## src/rtl/id_ex_stage.sv

```systemverilog
// ID/EX pipeline stage: a main entry driving execute plus one skid entry, so
// id_ready is a flop output and never depends combinationally on ex_ready.
module id_ex_stage #(
  parameter int DATA_W = 32,
  parameter int REG_W  = 5,
  parameter int CNT_W  = 16
) (
  input  logic              clk,
  input  logic              reset,
  input  logic              id_valid,
  output logic              id_ready,
  input  logic [DATA_W-1:0] id_data,
  input  logic [REG_W-1:0]  id_reg,
  input  logic              flush,
  output logic              ex_valid,
  input  logic              ex_ready,
  output logic [DATA_W-1:0] ex_data,
  output logic [REG_W-1:0]  ex_reg,
  output logic [CNT_W-1:0]  stall_cnt
);

  // Handshake: a transfer happens on a rising edge where valid and ready are
  // both 1; valid never waits on ready, and ready is taken only from flops.

  logic              main_valid_q, main_valid_d;
  logic [DATA_W-1:0] main_data_q, main_data_d;
  logic [REG_W-1:0]  main_reg_q, main_reg_d;
  logic              skid_valid_q, skid_valid_d;
  logic [DATA_W-1:0] skid_data_q, skid_data_d;
  logic [REG_W-1:0]  skid_reg_q, skid_reg_d;
  logic [CNT_W-1:0]  stall_cnt_q, stall_cnt_d;

  logic accept;
  logic consume;
  logic main_free;

  assign id_ready  = !skid_valid_q;
  assign ex_valid  = main_valid_q;
  assign ex_data   = main_data_q;
  assign ex_reg    = main_reg_q;
  assign stall_cnt = stall_cnt_q;

  assign accept    = id_valid && id_ready;
  assign consume   = main_valid_q && ex_ready;
  assign main_free = !main_valid_q || consume;

  always_comb begin
    main_valid_d = main_valid_q;
    main_data_d  = main_data_q;
    main_reg_d   = main_reg_q;
    skid_valid_d = skid_valid_q;
    skid_data_d  = skid_data_q;
    skid_reg_d   = skid_reg_q;
    stall_cnt_d  = stall_cnt_q;

    if (main_valid_q && !ex_ready && (stall_cnt_q != {CNT_W{1'b1}}))
      stall_cnt_d = stall_cnt_q + 1'b1;

    if (flush) begin
      // A consume this cycle has already completed; everything else is dropped.
      main_valid_d = 1'b0;
      main_data_d  = '0;
      main_reg_d   = '0;
      skid_valid_d = 1'b0;
      skid_data_d  = '0;
      skid_reg_d   = '0;
    end else if (main_free) begin
      if (skid_valid_q) begin
        main_valid_d = 1'b1;
        main_data_d  = skid_data_q;
        main_reg_d   = skid_reg_q;
        skid_valid_d = accept;
        if (accept) begin
          skid_data_d = id_data;
          skid_reg_d  = id_reg;
        end
      end else begin
        main_valid_d = accept;
        if (accept) begin
          main_data_d = id_data;
          main_reg_d  = id_reg;
        end
      end
    end else if (accept) begin
      skid_valid_d = 1'b1;
      skid_data_d  = id_data;
      skid_reg_d   = id_reg;
    end
  end

  always_ff @(posedge clk) begin
    if (!reset) begin
      main_valid_q <= 1'b0;
      main_data_q  <= '0;
      main_reg_q   <= '0;
      skid_valid_q <= 1'b0;
      skid_data_q  <= '0;
      skid_reg_q   <= '0;
      stall_cnt_q  <= '0;
    end else begin
      main_valid_q <= main_valid_d;
      main_data_q  <= main_data_d;
      main_reg_q   <= main_reg_d;
      skid_valid_q <= skid_valid_d;
      skid_data_q  <= skid_data_d;
      skid_reg_q   <= skid_reg_d;
      stall_cnt_q  <= stall_cnt_d;
    end
  end

endmodule

```

## config.mk

```make
export PLATFORM = sky130hd
export DESIGN_NAME = id_ex_stage
export DESIGN_NICKNAME = d
export VERILOG_FILES = /design/src/rtl/id_ex_stage.sv
export SDC_FILE = /design/constraint.sdc
export NUM_CORES = 1
export LEC_CHECK = 0
export ABC_AREA = 1
export CORE_ASPECT_RATIO = 0.8
export CORE_MARGIN = 5
export CORE_UTILIZATION = 49
export CTS_CLUSTER_SIZE = 8
export DETAILED_ROUTE_END_ITERATION = 8
export GPL_TIMING_DRIVEN = 0
export PLACE_DENSITY = 0.77
export SYNTH_ARGS = -nofsm -noshare
export SYNTH_HDL_FRONTEND = slang
export SYNTH_SLANG_ARGS = --single-unit
```

## constraint.sdc

```tcl
create_clock -name clk -period 1.66 [get_ports clk]
set_input_delay 0.166 -clock clk [delete_from_list [all_inputs] [get_ports clk]]
set_output_delay 0.166 -clock clk [all_outputs]
set_load 0.1 [all_outputs]
```

==> results.txt <==
----------------------------------------------------
[Clock tree]
  Cts-stage hold buffer count ... 0
  Num CTS Buffers ... 9
  TritonCTS clock tree ... done
  Count of clock tree sinks ... 92
  Clock Pin Slew Worst Setup and Hold Paths ... around 0.09 ns
  CTS H-tree depth ... 3
  Cell chosen for the clock root ... clkbuf_8
  Worst-Skew Late Latency ... approximately 0.36 ns
  Number of buffers between clock root and the deepest sink ... 2
  Post-CTS setup buffer count ... 0

[Power]
  Maximum VDD drop ... approximately 0.64 mV
  Net switching power of the design ... 1.328 mW
  Share of total power in combinational logic ... 15.8%
  Static Leak ... slightly below 2 nW
  Switching power share of the total ... about 29%
  Sequential fraction of design power ... about half
  Internal power contribution ... roughly 3.3 mW
  Part of the power in the clock network ... around a third
  Total power consumption of the routed design ... ~4.6 mW
  Power per unit of standard cell area ... ~880 nW/um^2

[Setup path]
  Worst flop-to-flop path startpoint ... ex_valid
  Buf/Inv on CP ... 3
  WP data arrival ... 1.38 ns
  Crit-path max cell delay ... between 0.3 and 0.4 ns
  R2r setup slk ... between 0.15 and 0.2 ns
  Endpoint of the most critical register-to-register path ... ex_reg[2]
  Critical-path cell with the highest stage delay ... buf_4
  Required time of the critical path ... about 1.5 ns
  Number of cells on the worst reg-to-reg path ... 6
  Worst-path cell chain ... inv_1 -> clkbuf_2 -> buf_4
  Family of cells with the greatest summed delay on the critical path ... buffers and inverters
  Top fanout value on the critical path ... 10
  Critical Path Sink Type ... output pin
  Start-to-end type of the worst setup path ... register to output pin
  Startpoint types ... register

[Status]
  Status ... completed

[Global routing]
  Global Route Usage Sum ... 21.84%
  First-pass GRT wire length ... roughly 17000 microns
  Number of antenna violations at the first check in global routing ... 0
  Number of global-route vias before repair ... around 3.5k
  Maximum number of pins on one net before global-route repair ... 16
  Overflow left after global routing ... 0

[Placement]
  Placed Instance Area ... roughly 5000 sq um
  Total half-perimeter wirelength after legalization and detailed placement ... 7533 microns
  Placed cells ... 726
  Count of input and output buffers ... 95
  RD Place Congestion ... between 0.9 and 1

[Flow run]
  Max-cap violation count ... 0

[Route]
  First-iteration detailed-routing DRC count ... ~160
  Count of TritonRoute iterations in the first routing pass ... 5
  Remaining DRCs ... 0
  Antenna viol nets, final ... 0
  Routed vias ... between 3k and 4k
  Routed WL per cell ... roughly 14 microns
  Final wirelength ... ~10000 microns
  Routed via count divided by cell count ... roughly 5.2

[Layout]
  Antenna diode count ... 0
  Ratio of cells with drive above 1 in the final layout ... 19.75%
  Final std cells w/o fill ... 741
  Final Net Count ... 672
  Final core utilization ... between 60% and 70%
  Design Area, Final ... 5279 sq um
  P&R area growth vs syn ... 35.83%
  Number of fillers in the final layout ... approximately 690

[Yosys]
  Total number of yosys warnings ... 0
  Mapped cell area ... 3886 sq um
  Top-count cell post-synth ... nand2_1
  Sequential area share after synthesis ... 47.39%
  Fraction of synthesized cell area taken by the top area cell type ... around 47%
  Synth Net Count ... approximately 570
  Unique cell type count in the Yosys netlist ... 24
  Most frequent cells after synthesis ... nand2_1, dfxtp_1, nor2_1, a21oi_1, a311oi_1
  Predominant post-synthesis flop cell ... dfxtp_1
  Gate count after technology mapping ... roughly 520
  Post-synthesis cell type with the largest combined area ... dfxtp_1
  Biggest area contributors in the synthesized netlist ... dfxtp_1, nand2_1, a311oi_1, nor2_1, a21oi_1
  Share of synthesized flip-flops with an asynchronous set or reset ... 0%
  Mean post-synth cell area ... 7.431 sq um
  Flop and latch count out of synthesis ... just over 90
  Count of flip-flops with a built-in enable after synthesis ... 0

[Floorplan]
  DIE AREA ... just under 10000 sq um
  Placeable core region ... about 8000 sq um
  Die X-Extent ... 109.6 microns
  I/O Pins ... 97
  Die height ... 89.66 microns
  Effective utilization at floorplan ... 49.58%
  Number of placement rows ... 29

[Min path]
  Hold Crit Start ... reset
  Worst hold-check path type ... input pin to register
  Endpoint with the worst hold slack ... stall_cnt[1]
  Hold depth ... 3

[Timing]
  Worst slew margin ... around three fifths
  Actual slew at the worst max-slew pin ... roughly 0.58 ns
  Final-report setup violation count ... 0
  Skew final ... 0.01042 ns
  Final Cycle Share ... between 90 and 100%
  Post-Route Setup TNS ... 0 ns
  Max Freq ... 647.7 MHz
  Post-route minimum period ... roughly 1.5 ns
  RSZ-0062 raised after global routing ... false
  Final slew viol count ... 0
  Hold Fails Final Rpt ... 0

----------------------------------------------------
==> worst max path at each step <==
| stage | cells past startpoint | start | slack, ns | endpoint |
|---|---|---|---|---|
| 2_1_floorplan | 6 | stall_cnt[8] | 0.01 | stall_cnt[13] |
| 3_5_place_dp | 3 | skid_valid_q | -0.32 | id_ready |
| 4_1_cts | 3 | skid_valid_q | 0.11 | id_ready |
| 5_1_grt | 8 | stall_cnt[0] | 0.04 | stall_cnt[12] |
| 3_3_place_gp | 3 | skid_valid_q | -0.33 | id_ready |
| 6_report | 3 | skid_valid_q | 0.12 | id_ready |
==> cell type report <==
type                            count  area [sq um]  share of cell area (%)
Clock inverter                      6         87.58                   1.659
Clock buffer                        9         123.9                   2.347
Tap cell                          108         135.1                   2.560
Buffer                             35         209.0                   3.958
Sequential cell                    92          1868                   35.39
Multi-Input combinational cell    380          1779                   33.70
Timing Repair Buffer               95          1016                   19.25
Inverter                           16         60.06                   1.138
==> repair_timing <==
item	in CTS	in global routing
endpoints found under the hold margin	0	0
endpoints found under the setup margin	55	3
gates resized for setup	168	1
==> worst min-delay path: stages <==
cell and delay (ns):
buf_2 0.16, nand2_1 0.08, nor2_1 0.03
==> layer usage <==
layer / wire, microns / up-vias / track usage [%]
met2: 4872 / 130 / 35.35
met4: 68 / 0 / 4.870
met1: 4765 / 1774 / 29.07
li1: - / 1944 / -
met5: 0 / - / 0
met3: 785 / 7 / 6.576
==> through the flow <==
| step | hold WS (ns) | setup slack (ns) |
|---|---|---|
| finish | 0.1074 | 0.1160 |
| global route | 0.09638 | 0.03756 |
| CTS | 0.08720 | 0.1147 |
| detailed placement | 0.4557 | -0.3200 |
| global placement | 0.4502 | -0.3278 |
| floorplan | 0.3091 | 0.01141 |
==> power groups by stage <==
| stage | clock network (mW) | logic [mW] | registers (mW) |
|---|---|---|---|
| floorplan | 0 | 0.186 | 2.64 |
| global placement | 0 | 0.742 | 2.33 |
| detailed placement | 0 | 0.748 | 2.33 |
| CTS | 1.67 | 0.738 | 2.28 |
| global route | 1.76 | 0.778 | 2.29 |
| finish | 1.63 | 0.736 | 2.28 |
==> kinds of logic (layout without fill, tap and decap cells) <==
logic type      after synthesis  after routing  synth area share [%]
buf+inv                      51            161                 6.890
simple gates                289            289                 30.14
fa+ha+maj                     1              1                0.3219
compound gates               90             90                 15.26
flops                        92             92                 47.39
==> cell usage in the layout (no fill, tap or decap) <==
cell / count
buf_2: 13
inv_6: 1
a21oi_1: 52
inv_2: 3
dfxtp_4: 2
inv_4: 1
nor3_1: 2
inv_1: 13
and3_1: 1
clkbuf_2: 1
nor2_4: 1
nand4_1: 4
clkdlybuf4s50_1: 40
nand2_1: 182
clkbuf_8: 9
nor2_2: 3
nand3b_1: 1
dfxtp_2: 15
nand3_1: 18
clkbuf_1: 10
clkdlybuf4s15_2: 54
nand2_4: 1
buf_4: 7
clkinvlp_4: 1
a311oi_1: 37
buf_6: 5
nand3_4: 1
ha_1: 1
a21oi_2: 1
nand3_2: 1
dfxtp_1: 75
bufinv_16: 2
clkinv_2: 1
nor2_1: 72
nand2_2: 2
Power figures use the tool's default switching activity.
